--- src/rtl/latch_bank_arbiter_if.sv ---
// Requester-side bundle for latch_bank_arbiter: write requests, bank clear/preset commands and their responses.
interface latch_bank_arbiter_if #(
   parameter int NREQ  = 4,
   parameter int WIDTH = 8,
   parameter int AW    = 3
);
   logic [NREQ-1:0]       req;
   logic [NREQ*AW-1:0]    addr;
   logic [NREQ*WIDTH-1:0] wdata;
   logic [NREQ-1:0]       gnt;
   logic [NREQ-1:0]       ack;
   logic                  clr_req;
   logic                  pre_req;
   logic                  clr_done;
   logic                  pre_done;

   modport master (
      output req, addr, wdata, clr_req, pre_req,
      input  gnt, ack, clr_done, pre_done
   );

   modport slave (
      input  req, addr, wdata, clr_req, pre_req,
      output gnt, ack, clr_done, pre_done
   );
endinterface

--- src/rtl/latch_bank_arbiter.sv ---
// Write/clear/preset sequencer that owns every control pin of a shared gated-D latch bank.
// Define LATCH_ARB_FIXED_PRIO_EN for lowest-index-wins write arbitration instead of round-robin.
module latch_bank_arbiter #(
   parameter int NREQ      = 4,
   parameter int WIDTH     = 8,
   parameter int DEPTH     = 8,
   parameter int GATE_CYC  = 1,
   parameter int PULSE_CYC = 2
) (
   input  logic                 clk,
   input  logic                 reset_n,
   latch_bank_arbiter_if.slave  bus,
   output logic [WIDTH-1:0]     lat_d,
   output logic [DEPTH-1:0]     lat_g,
   output logic                 lat_set_n,
   output logic                 lat_reset_n,
   output logic                 busy
);

   localparam int AW = (DEPTH > 1) ? $clog2(DEPTH) : 1;
   localparam int IW = $clog2(NREQ);
   localparam logic [3:0] GATE_LAST  = 4'(GATE_CYC - 1);
   localparam logic [3:0] PULSE_LAST = 4'(PULSE_CYC - 1);

   typedef enum logic [2:0] {IDLE, SETUP, GATE, HOLD, CLR, PRE} state_e;

   state_e            state_q, state_d;
   logic [3:0]        cnt_q, cnt_d;
   logic [IW-1:0]     winner_q, winner_d;
   logic [AW-1:0]     addr_q, addr_d;
   logic [WIDTH-1:0]  latD_q, latD_d;
   logic [NREQ-1:0]   gnt_q, gnt_d;
   logic [NREQ-1:0]   ack_q, ack_d;
   logic [DEPTH-1:0]  latG_q, latG_d;
   logic              setN_q, setN_d;
   logic              resetN_q, resetN_d;
   logic              clrDone_q, clrDone_d;
   logic              preDone_q, preDone_d;
   logic              busy_q, busy_d;
   logic [IW-1:0]     arbIdx;
   logic              arbFound;
`ifndef LATCH_ARB_FIXED_PRIO_EN
   logic [IW-1:0]     rrPtr_q, rrPtr_d;
`endif

   // The search starts at the RR pointer (the slot after the last winner), or at 0 under fixed priority.
   always_comb begin
      int idx;
      idx      = 0;
      arbIdx   = '0;
      arbFound = 1'b0;
      for (int k = 0; k < NREQ; k++) begin
`ifdef LATCH_ARB_FIXED_PRIO_EN
         idx = k;
`else
         idx = int'(rrPtr_q) + k;
         if (idx >= NREQ) begin
            idx = idx - NREQ;
         end
`endif
         if (!arbFound && bus.req[idx]) begin
            arbFound = 1'b1;
            arbIdx   = IW'(idx);
         end
      end
   end

   // Commands are accepted only in IDLE and HOLD, so a pending write chains straight from HOLD into SETUP.
   always_comb begin
      state_d  = state_q;
      cnt_d    = cnt_q;
      winner_d = winner_q;
      addr_d   = addr_q;
      latD_d   = latD_q;
`ifndef LATCH_ARB_FIXED_PRIO_EN
      rrPtr_d  = rrPtr_q;
`endif
      case (state_q)
         SETUP: begin
            state_d = GATE;
            cnt_d   = '0;
         end
         GATE: begin
            if (cnt_q == GATE_LAST) begin
               state_d = HOLD;
            end else begin
               cnt_d = cnt_q + 4'd1;
            end
         end
         HOLD: state_d = IDLE;
         CLR, PRE: begin
            if (cnt_q == PULSE_LAST) begin
               state_d = IDLE;
            end else begin
               cnt_d = cnt_q + 4'd1;
            end
         end
         default: state_d = IDLE;
      endcase

      if (state_q == IDLE || state_q == HOLD) begin
         if (bus.clr_req) begin
            state_d = CLR;
            cnt_d   = '0;
         end else if (bus.pre_req) begin
            state_d = PRE;
            cnt_d   = '0;
         end else if (arbFound) begin
            state_d  = SETUP;
            winner_d = arbIdx;
            addr_d   = bus.addr[int'(arbIdx)*AW +: AW];
            latD_d   = bus.wdata[int'(arbIdx)*WIDTH +: WIDTH];
`ifndef LATCH_ARB_FIXED_PRIO_EN
            rrPtr_d  = (arbIdx == IW'(NREQ - 1)) ? '0 : arbIdx + IW'(1);
`endif
         end
      end
   end

   // Outputs are decoded from the next state so every pin comes straight off a flop.
   always_comb begin
      logic [NREQ-1:0] winOh;
      winOh            = '0;
      winOh[winner_d]  = 1'b1;
      gnt_d     = (state_d == SETUP || state_d == GATE || state_d == HOLD) ? winOh : '0;
      ack_d     = (state_d == HOLD) ? winOh : '0;
      latG_d    = (state_d == GATE) ? (DEPTH'(1) << addr_d) : '0;
      resetN_d  = (state_d != CLR);
      setN_d    = (state_d != PRE);
      clrDone_d = (state_d == CLR) && (cnt_d == PULSE_LAST);
      preDone_d = (state_d == PRE) && (cnt_d == PULSE_LAST);
      busy_d    = (state_d != IDLE);
   end

   always_ff @(posedge clk or negedge reset_n) begin
      if (!reset_n) begin
         state_q   <= IDLE;
         cnt_q     <= '0;
         winner_q  <= '0;
         addr_q    <= '0;
         latD_q    <= '0;
         gnt_q     <= '0;
         ack_q     <= '0;
         latG_q    <= '0;
         setN_q    <= 1'b1;
         resetN_q  <= 1'b1;
         clrDone_q <= 1'b0;
         preDone_q <= 1'b0;
         busy_q    <= 1'b0;
`ifndef LATCH_ARB_FIXED_PRIO_EN
         rrPtr_q   <= '0;
`endif
      end else begin
         state_q   <= state_d;
         cnt_q     <= cnt_d;
         winner_q  <= winner_d;
         addr_q    <= addr_d;
         latD_q    <= latD_d;
         gnt_q     <= gnt_d;
         ack_q     <= ack_d;
         latG_q    <= latG_d;
         setN_q    <= setN_d;
         resetN_q  <= resetN_d;
         clrDone_q <= clrDone_d;
         preDone_q <= preDone_d;
         busy_q    <= busy_d;
`ifndef LATCH_ARB_FIXED_PRIO_EN
         rrPtr_q   <= rrPtr_d;
`endif
      end
   end

   assign bus.gnt      = gnt_q;
   assign bus.ack      = ack_q;
   assign bus.clr_done = clrDone_q;
   assign bus.pre_done = preDone_q;
   assign lat_d        = latD_q;
   assign lat_g        = latG_q;
   assign lat_set_n    = setN_q;
   assign lat_reset_n  = resetN_q;
   assign busy         = busy_q;

   // Driving set and reset low together would leave the latch cells in an undefined state.
   assert property (@(posedge clk) disable iff (!reset_n) (lat_set_n || lat_reset_n));
   assert property (@(posedge clk) disable iff (!reset_n) $onehot0(lat_g));
   assert property (@(posedge clk) disable iff (!reset_n) $onehot0(bus.gnt));

endmodule

--- src/flat_wrapper.sv ---
// flat-port wrapper written by rule: the top's interface ports become plain ports
module latch_bank_arbiter_flat 
#(
   parameter int NREQ      = 4,
   parameter int WIDTH     = 8,
   parameter int DEPTH     = 8,
   parameter int GATE_CYC  = 1,
   parameter int PULSE_CYC = 2
)
  (clk, reset_n, lat_d, lat_g, lat_set_n, lat_reset_n, busy, bus_req, bus_addr, bus_wdata, bus_clr_req, bus_pre_req, bus_gnt, bus_ack, bus_clr_done, bus_pre_done);
  latch_bank_arbiter_if #(.NREQ(NREQ), .WIDTH(WIDTH), .AW(($clog2(DEPTH)))) bus_i ();
  input  logic clk;
  input  logic reset_n;
  output logic [WIDTH-1:0] lat_d;
  output logic [DEPTH-1:0] lat_g;
  output logic lat_set_n;
  output logic lat_reset_n;
  output logic busy;
  input wire logic [$bits(bus_i.req)-1:0] bus_req;
  input wire logic [$bits(bus_i.addr)-1:0] bus_addr;
  input wire logic [$bits(bus_i.wdata)-1:0] bus_wdata;
  input wire logic [$bits(bus_i.clr_req)-1:0] bus_clr_req;
  input wire logic [$bits(bus_i.pre_req)-1:0] bus_pre_req;
  output wire logic [$bits(bus_i.gnt)-1:0] bus_gnt;
  output wire logic [$bits(bus_i.ack)-1:0] bus_ack;
  output wire logic [$bits(bus_i.clr_done)-1:0] bus_clr_done;
  output wire logic [$bits(bus_i.pre_done)-1:0] bus_pre_done;
  assign bus_i.req = bus_req;
  assign bus_i.addr = bus_addr;
  assign bus_i.wdata = bus_wdata;
  assign bus_i.clr_req = bus_clr_req;
  assign bus_i.pre_req = bus_pre_req;
  assign bus_gnt = bus_i.gnt;
  assign bus_ack = bus_i.ack;
  assign bus_clr_done = bus_i.clr_done;
  assign bus_pre_done = bus_i.pre_done;
  latch_bank_arbiter #(.NREQ(NREQ), .WIDTH(WIDTH), .DEPTH(DEPTH), .GATE_CYC(GATE_CYC), .PULSE_CYC(PULSE_CYC)) u_core (.clk(clk), .reset_n(reset_n), .bus(bus_i), .lat_d(lat_d), .lat_g(lat_g), .lat_set_n(lat_set_n), .lat_reset_n(lat_reset_n), .busy(busy));
endmodule
--- config.mk ---
export PLATFORM = sky130hd
export DESIGN_NAME = latch_bank_arbiter_flat
export DESIGN_NICKNAME = d
export VERILOG_FILES = /design/src/rtl/latch_bank_arbiter_if.sv /design/src/rtl/latch_bank_arbiter.sv /design/src/flat_wrapper.sv
export SDC_FILE = /design/constraint.sdc
export NUM_CORES = 1
export LEC_CHECK = 0
export CAP_MARGIN = 20
export CORE_MARGIN = 4
export CORE_UTILIZATION = 47
export DETAILED_ROUTE_END_ITERATION = 10
export PLACE_DENSITY_LB_ADDON = 0.3
export SLEW_MARGIN = 20
export SYNTH_ARGS = -nofsm -noshare
export SYNTH_HDL_FRONTEND = slang
export SYNTH_SLANG_ARGS = --single-unit
--- constraint.sdc ---
create_clock -name clk -period 6.54 [get_ports clk]
set_input_delay 1.962 -clock clk [delete_from_list [all_inputs] [get_ports clk]]
set_output_delay 1.962 -clock clk [all_outputs]
set_load 0.02 [all_outputs]
======== Yosys cells after proc, flatten, opt, wreduce, memory -nomap -nowiden ========
Cells that the tools add are included.
storage, ports and cells
  register bits after elaboration ......... 43
  input port bits ......................... 52
  output and inout port bits .............. 29
  logic and storage cells ................. 122
cells by class
  add/sub/neg operators ................... 9
  $mul .................................... 1
  magnitude comparators ................... 10
  equality and inequality tests ........... 15
  shift-type cells ........................ 3
  muxes and demuxes ....................... 51
  bitwise operators ....................... 2
  reduce and logical (&&, ||, !) cells .... 17
operators with widths
  kind                   count
  $lt 32x4->1 const B    4
  $mux 32                4
  $ge 32x4->1 const B    3
  $sub 32x4->32 const B  3
  $shiftx 12x32->3       1
  $shiftx 32x6->8        1
  $mux 3                 10
  $mux 4                 7
  $mux 2                 9
  $mux 1                 13
  $eq 3x2->1 const B     4
  $eq 3x3->1 const B     4
  $pmux 4 s3             1
  $pmux 3 s3             1
  $bmux 1 s2             4
  $eq 4x1->1 const B     2
  $mux 8                 1
  $shl 1x3->8 const A    1
  $add 2x2->3 const B    2
  $eq 3x1->1 const B     2
  $logic_and 1x1->1      6
  $ne 3x3->1 const B     2
  $add 4x1->4 const B    1
  $logic_not 4->1        1
  other kinds (16)       21

======== Longest topological paths before layout ========
Gate-level depths: netlist of the first run.
  depth after elaboration ................. 24
  mapped depth ............................ 9
  depth with buffers taken out ............ 8

======== Worst setup path after synthesis of the first run ========
Ideal clock, no wire load.
  kind .................................... input to register
  from .................................... input bus_req[0]
  to ...................................... register u_core.gnt_q[0], in the netlist u_core.bus.gnt[0]
  setup time .............................. 72 ps
  arrival time ............................ 3,541 ps
  data required time ...................... 6,468 ps
  setup slack ............................. 2,927 ps
  stages on the path ...................... 7
  buffers on the path ..................... 1
  cell sequence ........................... or4_1 -> nor3b_1 -> and2_1 -> clkbuf_1 -> mux2_2 -> or2_1 -> nor2_1
between the ends
  cells in the longest elaborated chain, start to end .. 22
  elaborated cells between the ends (all ways) .. 45
  classes of those cells .................. order compare: 2; eq/ne: 3; mux: 31; reduce/logical: 9
RTL lines
  item                                                            RTL line                   RTL
  from (decl)                                                     flat_wrapper.sv:19         input wire logic [$bits(bus_i.req)-1:0] bus_req;
  $bmux 1 s2                                                      latch_bank_arbiter.sv:61   if (!arbFound && bus.req[idx]) begin
  $mux 1 (not written as such) (2 in a row)                       latch_bank_arbiter.sv:61
  $mux 1                                                          latch_bank_arbiter.sv:61
  $logic_not 1->1                                                 latch_bank_arbiter.sv:61
  $logic_and 1x1->1                                               latch_bank_arbiter.sv:61
  $mux 1                                                          latch_bank_arbiter.sv:61
  $logic_not 1->1                                                 latch_bank_arbiter.sv:61
  $logic_and 1x1->1                                               latch_bank_arbiter.sv:61
  [... 7 more ...]                                                n/a
  $mux 2 (*)                                                      latch_bank_arbiter.sv:101  if (state_q == IDLE || state_q == HOLD) begin
  via u_core.winner_d[0]                                          latch_bank_arbiter.sv:29   logic [IW-1:0] winner_q, winner_d;
  $lt 2x3->1 (not written as such) or $ge 2x1->1 (tied branches)  latch_bank_arbiter.sv:124  winOh[winner_d] = 1'b1;
  $logic_and 1x1->1 (not written as such)                         latch_bank_arbiter.sv:124
  $mux 1 (not written as such)                                    latch_bank_arbiter.sv:124
  $demux 1 s2 (*)                                                 n/a
  $mux 4 (*)                                                      latch_bank_arbiter.sv:125  gnt_d = (state_d == SETUP || state_d == GATE || state_d == HOLD) ? winOh : '0;
  via u_core.gnt_d[0]                                             latch_bank_arbiter.sv:32   logic [NREQ-1:0] gnt_q, gnt_d;
  to (signal assigned)                                            latch_bank_arbiter.sv:159  gnt_q <= gnt_d;
  to (decl)                                                       latch_bank_arbiter.sv:32
Mark *: on every way through the listed nets, which the timed path passes. The rest lies on a longest branch. The select of a mux whose other input is x is not followed.
A chain may end at the register's enable or synchronous reset.

======== Worst setup path after layout of the first run ========
  from .................................... input bus_req[0]
  to ...................................... register u_core.latG_q[2], in the netlist u_core.lat_g[2]
between the ends
  cells in the longest elaborated chain, start to end .. 21
  elaborated cells between the ends (all ways) .. 39
  classes of those cells .................. mul: 1; eq/ne: 1; shift: 2; mux: 29; reduce/logical: 6
RTL lines
  item                                       RTL line                   RTL
  $bmux 1 s2                                 latch_bank_arbiter.sv:61
  $mux 1 (not written as such) (2 in a row)  latch_bank_arbiter.sv:61
  $mux 1                                     latch_bank_arbiter.sv:61
  $logic_not 1->1                            latch_bank_arbiter.sv:61
  $logic_and 1x1->1                          latch_bank_arbiter.sv:61
  $mux 1                                     latch_bank_arbiter.sv:61
  $logic_not 1->1                            latch_bank_arbiter.sv:61
  $logic_and 1x1->1                          latch_bank_arbiter.sv:61
  [... 5 more ...]                           n/a
  $shiftx 12x32->3                           latch_bank_arbiter.sv:111  addr_d = bus.addr[int'(arbIdx)*AW +: AW];
  $mux 3                                     latch_bank_arbiter.sv:108  end else if (arbFound) begin
  $mux 3                                     latch_bank_arbiter.sv:105  end else if (bus.pre_req) begin
  $mux 3                                     latch_bank_arbiter.sv:102  if (bus.clr_req) begin
  $mux 3                                     latch_bank_arbiter.sv:101
  $shl 1x3->8                                latch_bank_arbiter.sv:127  latG_d = (state_d == GATE) ? (DEPTH'(1) << addr_d) : '0;
  $mux 8 (*)                                 latch_bank_arbiter.sv:127
  via u_core.latG_d[2]                       latch_bank_arbiter.sv:34   logic [DEPTH-1:0] latG_q, latG_d;
  to (signal assigned)                       latch_bank_arbiter.sv:161  latG_q <= latG_d;
  to (decl)                                  latch_bank_arbiter.sv:34
Marks and branches as above.

==> results of run 1 <==
[critical path: stages]
cell and delay, ps:
clkdlybuf4s50_1 480, or4_1 600, nor3b_1 180, nand2_1 490, and2_1 220, a31o_2 190, nor3b_1 190
[area by class of cell]
type                    instances  area share (%)
flip-flops and latches         43            34.8
multi-input cells             143            33.4
repair buffers                 81            25.9
clock buffers                   8            3.23
well taps                      52            2.10
inverters                       5           0.605
[where the power goes]
part	internal [mW]	leakage [nW]	total [mW]	switching (mW)
clock	0.0964	0.0515	0.185	0.0882
combinational	0.299	0.716	0.628	0.329
sequential	0.355	0.559	0.409	0.0543
total	0.751	1.33	1.22	0.471
[layer usage]
layer / GRT usage [%] / share of wire [%] / up-vias
met1: 25.4 / 44 / 849
met3: 5.94 / 6.2 / 7
li1: - / - / 857
met4: 5.44 / 1.8 / 0
met2: 30.1 / 48 / 52
met5: 0 / 0 / -
[worst max-delay path by stage]
stage                              to  cells past startpoint  startpoint
floorplan           u_core.bus.gnt[0]                      7  bus_req[0]
global placement      u_core.lat_g[1]                      6  bus_req[3]
detailed placement    u_core.lat_g[1]                      6  bus_req[3]
CTS                   u_core.lat_g[1]                      6  bus_req[3]
global route          u_core.lat_g[1]                      7  bus_req[0]
finish                u_core.lat_g[2]                      7  bus_req[0]
[cell families after synthesis]
family          share of synthesized area (%)
fa+ha+maj                                1.74
xor+xnor                                 1.22
flops                                    49.9
buf+inv                                  2.72
mux                                      15.5
simple gates                             18.5
compound gates                           10.4
[synthesized netlist by cell type (2+ instances only)]
master and number:
dfrtp_1 41, mux2i_1 21, nand2_1 17, nor2_1 17, mux2_2 11, o21ai_0 10
nand2b_1 7, and2_1 5, buf_2 5, inv_1 5, nand3_1 5, clkbuf_1 4
ha_1 3, nor2b_1 3, nor3b_1 3, o21a_1 3, xnor2_1 3, a21oi_1 2
and3b_1 2, dfstp_2 2, nand4_1 2, nor3_1 2, o211ai_1 2, or3b_1 2
[placed cells by master, fill, tap and decap left out, drive strengths merged, types with 4 or more instances in the layout]
cell	count
nor2	17
nand2b	7
clkdlybuf4s50	79
mux2i	21
dfrtp	41
clkbuf	8
nand2	17
nor2b	4
nand3	5
o21ai	11
inv	5
mux2	11
and2	5
[per-stage QoR]
stage	hold WS (ps)	power, mW	instances
2_1_floorplan	491	0.823	200
3_3_place_gp	464	1.02	324
3_5_place_dp	474	1.04	324
4_1_cts	492	1.22	332
5_1_grt	519	1.31	332
6_report	497	1.22	332
[state kept, by name (all words and copies together), names as in the netlist]
| register | count |
|---|---|
| u_core.busy | 1 |
| u_core.cnt_q | 4 |
| u_core.lat_set_n | 1 |
| u_core.bus.gnt | 4 |
| u_core.lat_d | 8 |
| u_core.rrPtr_q | 2 |
| u_core.winner_q | 2 |
| u_core.bus.ack | 4 |
| u_core.addr_q | 3 |
| u_core.lat_g | 8 |
| u_core.bus.clr_done | 1 |
| u_core.lat_reset_n | 1 |
| u_core.bus.pre_done | 1 |
| u_core.state_q | 3 |
==> results by group, run 1 <==
Setup path
  • Data arrival, critical path: 4320 ps
  • Worst Setup Path Type: in -> reg
  • CP endpoint kind: register
  • Worst EP required: 6760 ps
  • RR Startpoint: u_core.cnt_q[0]
  • Cells on worst reg2reg path: 8
  • Critical Path Start Type: primary input
  • R2r setup slk: 3920 ps
  • Critical path peak fanout: 24
  • Worst flop-to-flop path endpoint: u_core.lat_g[3]

Timing
  • Fin crit period: 4110 ps
  • Relative slew slack: a little under two fifths
  • Period Utilization, post-route: between 60% and 70%
  • Skew final: 3.81 ps
  • Final worst-path setup slack: 2430 ps
  • Slew Limit Fails: 0
  • Setup TNS Final: 0 ps
  • Worst-Margin Slew: ~920 ps
  • Setup violations, final: 0
  • Final Hold Fails: 0
  • RSZ-0062 raised after global routing: false
  • Max Freq: 243 MHz

Floorplanning
  • IO Pins: 81
  • Cell Rows: 24
  • Initial Util: 48.9%
  • Die footprint: 5740 sq um
  • Die height: between 70 and 80 um
  • Die X: 75.8 um
  • Total core area: 4410 sq um

Clock tree
  • Post-CTS Setup Bufs: 0
  • Clock sinks: 43
  • CTS tree: yes
  • TritonCTS buffer count: 5
  • Post-CTS sizing: 0
  • Hold buffers post-CTS: 0
  • Clock Tree Root: clkbuf_8
  • Clock transition at path regs: 80 ps
  • H-tree depth: 2
  • CTS Buffer Depth: 2
  • Clock Latency Late Sink: 300 ps

Cells and area
  • Fin nets: 334
  • Antenna diodes: 0
  • Util after Layout: 70.2%
  • Area growth syn-to-layout: 43.6%
  • Multi-input logic area: between 1000 and 1500 sq um
  • FF/Latch Area: 1080 sq um
  • Finished layout cell area: 3100 sq um
  • Fillers: 350
  • Layout cells sized above 1: between 10% and 20%

Min path
  • WHS Path Cells: 2
  • Hold_sp: u_core.lat_d[4]
  • Hold Path Class: reg -> reg
  • End of the worst hold path: u_core.lat_d[4]

Placed design
  • Dpl cell area: 2990 sq um
  • Hpwl dp: 3.81 mm
  • I/O Buffers: 80
  • GPL Wtd Cong: 0.750
  • Place WS: 1980 ps

Power
  • Pwr/cell area: 394 nW/um^2
  • Leak: 1.33 nW
  • Worst VDD drop: 0.218 mV

Logic synthesis
  • Synthesized area per cell: 10.8 sq um
  • Post-synth ARST share: 100%
  • Post-Syn Nets: 255
  • Mapped Area: 2160 sq um
  • Post-synth EDFFs: 0
  • Yosys top cell area share: 47.5%
  • Synth area leader: dfrtp_1
  • Seq/Total Area, Yosys: 49.9%
  • Yosys warnings: 0
  • Cells after Synth: 200
  • Post-synth top flop: dfrtp_1
  • Synth area leaders: dfrtp_1 (48%), mux2i_1 (9.7%), mux2_2 (5.7%), nand2_1 (3.0%), nor2_1 (3.0%)
  • Register bit total from synthesis: 43
  • Post-synth cell types: 47

Routing
  • Post-route ant nets: 0
  • Initial DRT Pass Iterations: 4
  • Avg WL per Cell: 15.3 um
  • Vias post-DR: 1765
  • Via/cell ratio: 5.32
  • Final wirelength: 5.09 mm
  • Residual DRC: 0
  • Drt initial violations: 100

Global routing
  • Vias in the first global route: 1738
  • Global Route Usage Sum: 19.1%
  • Pin count of the biggest net entering global routing: 44
  • Grt ovf: 0
  • First-pass GRT wire length: between 8 and 9 mm
  • Initial antenna violation count: 0

Job
  • MaxCap Viol Count: 0

Run status
  • Run status: finished, final reports clean
No activity file was read; power rests on OpenSTA's default activity.
==> run 2, diff against run 1 <==
Settings changed: CORE_UTILIZATION 47 to 44.
Clock period 6.54 ns to 4.2 ns, I/O delays scaled along.
==> results by group, run 2 (same netlist as run 1, synthesis figures left out) <==
Cells and area
  • Finished layout cell area: 3150 sq um
  • Highest-count cells in the layout ignoring fill and taps: clkdlybuf4s50_1 (79), dfrtp_1 (41), mux2i_1 (21), nor2_1 (17), nand2_1 (17)
  • FF/Latch Area: 1080 sq um
  • Fillers: 374
  • Antenna diodes: 0
  • Area growth syn-to-layout: 45.7%
  • Non-Filler Instances: around 350
  • Commonest non-fill, non-tap cell in the layout: clkdlybuf4s50_1
  • Layout cells sized above 1: 10.7%
  • Fin nets: 336
  • Multi-input logic area: 1030 sq um

Power
  • Logic pwr share: about half
  • Clock power share: 16.0%
  • Leak: between 1 and 1.5 nW
  • Pint: 1.21 mW
  • Seq pwr share: between 30% and 40%
  • Psw: 0.733 mW
  • Worst VDD drop: 0.293 mV
  • Switching Share: approximately 38%
  • Pwr/cell area: 616 nW/um^2

Setup path
  • WP buf/inv: 1
  • Worst Setup Path Type: in -> reg
  • Setup crit start: bus_req[3]
  • Critical Path Most Common Cell: and3b_1
  • Crit path largest cell delay: 560 ps
  • CP endpoint kind: register
  • Critical path peak fanout: 10
  • Worst EP required: around 4400 ps
  • RR Startpoint: u_core.cnt_q[0]
  • Slowest stage cell on the critical path: clkdlybuf4s50_1
  • Crit-path cells: clkdlybuf4s50_1 > and3b_1 > o21ai_1 > and2_1 > mux2i_1 > o221ai_1 > and3b_1
  • Data arrival, critical path: between 3000 and 4000 ps
  • Critical Path Start Type: primary input
  • Top delay family on crit path: simple AND/OR/NAND/NOR gates

Routing
  • Residual DRC: 0
  • Vias post-DR: 1741
  • Final wirelength: roughly 5.3 mm
  • Avg WL per Cell: 15.2 um
  • Via/cell ratio: 5.00
  • Post-route ant nets: 0
  • Drt initial violations: 84
  • Initial DRT Pass Iterations: 4

Clock tree
  • Post-CTS Setup Bufs: 0
  • Clock transition at path regs: 80 ps
  • H-tree depth: 2
  • CTS tree: yes
  • Clock sinks: 43
  • Post-CTS sizing: 0
  • TritonCTS buffer count: 5
  • CTS Buffer Depth: 2
  • Clock Tree Root: clkbuf_8
  • Hold buffers post-CTS: 0
  • Clock Latency Late Sink: 290 ps

Timing
  • Worst-Margin Slew: around 920 ps
  • Final Hold Fails: 0
  • Period Utilization, post-route: a little under 80%
  • Slew Limit Fails: 0
  • Fin crit period: around 3300 ps
  • Max Freq: 302 MHz
  • Skew final: 5.39 ps
  • Setup violations, final: 0
  • RSZ-0062 raised after global routing: false
  • Final worst-path setup slack: roughly 890 ps
  • Relative slew slack: 39.0%
  • Setup TNS Final: 0 ps

Floorplanning
  • Initial Util: 45.7%
  • Die footprint: just over 6000 sq um
  • Die X: ~78 um
  • IO Pins: 81
  • Die height: 78.1 um
  • Total core area: 4720 sq um
  • Cell Rows: 25

Placed design
  • Hpwl dp: 3.99 mm
  • Dpl cell area: 3040 sq um
  • I/O Buffers: 80
  • Place WS: 607 ps
  • GPL Wtd Cong: approximately 0.76
  • Dpl cells: 341

Global routing
  • First-pass GRT wire length: ~9 mm
  • Pin count of the biggest net entering global routing: 44
  • Global Route Usage Sum: around a fifth
  • Grt ovf: 0
  • Initial antenna violation count: 0
  • Vias in the first global route: 1854

Min path
  • Hold Path Class: reg -> reg
  • Hold_sp: u_core.lat_d[3]

Run status
  • Run status: finished, final reports clean

Job
  • MaxCap Viol Count: 0
==> run 2: changes by cell type in the layout (fill, tap and decap cells not counted), sizes merged <==
cell      before  now
buf            2    4
bufinv         0    1
clkbuf         8    5
clkinvlp       0    1
==> run 2: power by group through the flow <==
stage	logic, mW	registers [mW]	clock network [mW]
final	0.997	0.632	0.310
after detailed placement	0.997	0.640	0
after CTS	1.01	0.632	0.319
after global routing	1.09	0.657	0.334
after global placement	0.973	0.635	0
after floorplan	0.555	0.727	0
==> run 2: area by class of cell <==
| cell class | instances | area share, % |
|---|---|---|
| multi-input combinational | 143 | 32.7 |
| tap | 67 | 2.67 |
| inverter | 5 | 0.597 |
| sequential | 43 | 34.3 |
| clock buffer | 5 | 2.19 |
| timing repair buffer | 83 | 26.4 |
| clock inverter | 2 | 1.19 |
==> run 2: worst paths after layout <==
path,slack [ps],end,cells past startpoint
worst max-delay path,890,u_core.lat_g[3],7
worst min-delay path,490,u_core.lat_d[3],2
worst max register to register,1580,u_core.lat_g[3],8
worst min register to register,490,u_core.lat_d[3],2
max in group asynchronous,2540,u_core.lat_g[2],1
min in group asynchronous,1100,u_core.bus.ack[0],1
==> run 2: stage by stage <==
stage / utilization [%] / hold slack [ps] / power [mW]
floorplan: - / 491 / 1.28
global placement: 64.3 / 465 / 1.61
detailed placement: 64.3 / 474 / 1.64
CTS: 66.6 / 493 / 1.96
global route: 66.6 / 534 / 2.08
finish: 66.6 / 487 / 1.94
==> run 2: tightest hold or removal path: stages (launching register included) <==
cell and delay (ps):
dfrtp_1 350, nand2_1 40, o21ai_0 60
==> run 2: layer usage <==
metal,share of wire [%],vias to the layer above,track usage (%)
li1,-,863,-
met1,44,829,24.7
met2,50,42,32.1
met3,4.8,7,4.82
met4,1.2,0,4.72
met5,0,-,0
==> run 3, diff against run 2 <==
Settings changed: CORE_UTILIZATION 44 to 40.
Clock period 4.2 ns to 2.76 ns, I/O delays scaled along.
==> results by group, run 3 (same netlist as run 1, synthesis figures left out) <==
Clock tree
  • Clock transition at path regs: 80 ps
  • Hold buffers post-CTS: 0
  • CTS Buffer Depth: 2
  • CTS tree: yes
  • Clock Tree Root: clkbuf_8
  • H-tree depth: 2
  • Clock Latency Late Sink: ~290 ps
  • TritonCTS buffer count: 5
  • Clock sinks: 43
  • Post-CTS Setup Bufs: 0

Routing
  • Residual DRC: 0
  • Final wirelength: 5.28 mm
  • Initial DRT Pass Iterations: 4
  • Avg WL per Cell: 14.5 um
  • Via/cell ratio: 4.79
  • Post-route ant nets: 0
  • Vias post-DR: roughly 1.7k
  • Drt initial violations: 50

Power
  • Seq pwr share: 31.6%
  • Logic pwr share: 52.5%
  • Switching Share: 37.2%
  • Pwr/cell area: around 940 nW/um^2
  • Pint: 1.92 mW
  • Worst VDD drop: around 0.44 mV
  • Clock power share: 15.8%
  • Leak: ~1.4 nW
  • Psw: approximately 1.1 mW

Floorplanning
  • Cell Rows: 26
  • Initial Util: 41.8%
  • Die X: 81.5 um
  • Total core area: 5170 sq um
  • IO Pins: a little over 80
  • Die footprint: 6640 sq um
  • Die height: around 81 um

Setup path
  • Critical path peak fanout: 5
  • Slowest stage cell on the critical path: or4_4
  • R2r setup slk: 180 ps
  • Worst flop-to-flop path endpoint: u_core.lat_g[3]
  • Worst Setup Path Type: in -> reg
  • Cells on worst reg2reg path: 9
  • Data arrival, critical path: 2920 ps
  • RR Startpoint: u_core.cnt_q[0]
  • Crit path largest cell delay: approximately 560 ps
  • Crit-path cells: clkdlybuf4s50_1 > or4_4 > nor3b_1 > and2_1 > mux2_2 > or2_1 > nor2_1
  • Worst EP required: 2980 ps
  • CP endpoint kind: register
  • Critical Path Start Type: primary input

Min path
  • Hold Path Class: in -> async

Timing
  • Setup violations, final: 0
  • Fin crit period: 2690 ps
  • Period Utilization, post-route: 97.6%
  • Worst-Margin Slew: 413 ps
  • Final Hold Fails: 0
  • Relative slew slack: 72.5%
  • Max Freq: 371 MHz
  • Skew final: 7.13 ps
  • Slew Limit Fails: 0
  • RSZ-0062 raised after global routing: false

Cells and area
  • Area growth syn-to-layout: 50.8%
  • FF/Latch Area: 1080 sq um
  • Layout cells sized above 1: 16.3%
  • Fillers: 420
  • Util after Layout: a little over three fifths
  • Commonest non-fill, non-tap cell in the layout: clkdlybuf4s50_1
  • Fin nets: 349
  • Non-Filler Instances: 365
  • Highest-count cells in the layout ignoring fill and taps: clkdlybuf4s50_1 (79), dfrtp_1 (41), mux2i_1 (21), nor2_1 (17), nand2_1 (17)
  • Multi-input logic area: 1040 sq um
  • Antenna diodes: 0

Run status
  • Run status: finished, final reports clean

Placed design
  • I/O Buffers: 80
  • Hpwl dp: 4.20 mm
  • Dpl cells: 357
  • GPL Wtd Cong: 0.750

Global routing
  • Pin count of the biggest net entering global routing: 27
  • Vias in the first global route: about 1.8k
  • Global Route Usage Sum: 17.1%
  • Grt ovf: 0
  • Initial antenna violation count: 0
  • First-pass GRT wire length: 8.67 mm

Job
  • MaxCap Viol Count: 0
-- run 3: cell types whose count changed in the layout (fill, tap and decap cells not counted), sizes merged --
| cell | delta |
|---|---|
| buf | +13 |
| clkinv | +2 |
| clkinvlp | -1 |
-- run 3: worst max-delay path by stage --
stage	from	endpoint	slack, ps	cells past startpoint
4_1_cts	bus_req[0]	u_core.bus.ack[0]	40	7
2_1_floorplan	bus_req[0]	u_core.bus.gnt[0]	280	7
3_3_place_gp	bus_req[3]	u_core.lat_d[5]	-190	8
3_5_place_dp	bus_req[0]	u_core.bus.ack[0]	-260	7
6_report	bus_req[0]	u_core.bus.ack[0]	70	7
5_1_grt	bus_req[0]	u_core.bus.ack[0]	10	7
-- run 3: what timing repair did --
| action | CTS | global route |
|---|---|---|
| setup endpoints to repair | 0 | 10 |
| gates resized for setup | 0 | 4 |
| endpoints found under the hold margin | 0 | 0 |
-- run 3: layout make-up --
cell class / count / share of cell area, %
well taps: 70 / 2.69
multi-input cells: 143 / 32.0
clock inverters: 3 / 1.34
clock buffers: 5 / 2.11
repair buffers: 96 / 28.1
inverters: 5 / 0.576
flip-flops and latches: 43 / 33.1
-- run 3: metal layers --
metal  share of wire (%)  routed length (um)  GRT usage, %  vias to the layer above
li1                    -                   -             -                      888
met1                  44                2310          21.4                      820
met2                  51                2680          29.9                       34
met3                 3.9                 208          3.07                        6
met4                 1.6                  83          5.41                        0
met5                   0                   0             0                        -
-- run 3: power by group through the flow --
stage | clock network [mW] | registers [mW] | logic [mW]
floorplan | 0 | 1.11 | 0.844
global placement | 0 | 0.973 | 1.57
detailed placement | 0 | 0.977 | 1.60
CTS | 0.496 | 0.969 | 1.60
global route | 0.524 | 0.992 | 1.75
finish | 0.484 | 0.967 | 1.60
-- run 3: stage by stage --
step | power, mW | hold WS, ps | setup WS [ps] | instance area (sq um) | TNS [ps]
finish | 3.06 | 457 | 65.4 | 3260 | 0
global route | 3.26 | 486 | 10.1 | 3260 | 0
CTS | 3.07 | 463 | 39.5 | 3240 | 0
detailed placement | 2.57 | 471 | -264 | 3130 | -4580
global placement | 2.54 | 464 | -187 | 3130 | -3270
floorplan | 1.95 | 491 | 281 | 2160 | 0
-- run 3: critical path, delay by kind of cell --
kind,cells,cell delay [ps]
and+or+nand+nor,5,1300
muxes,1,330
buffers and inverters,1,460
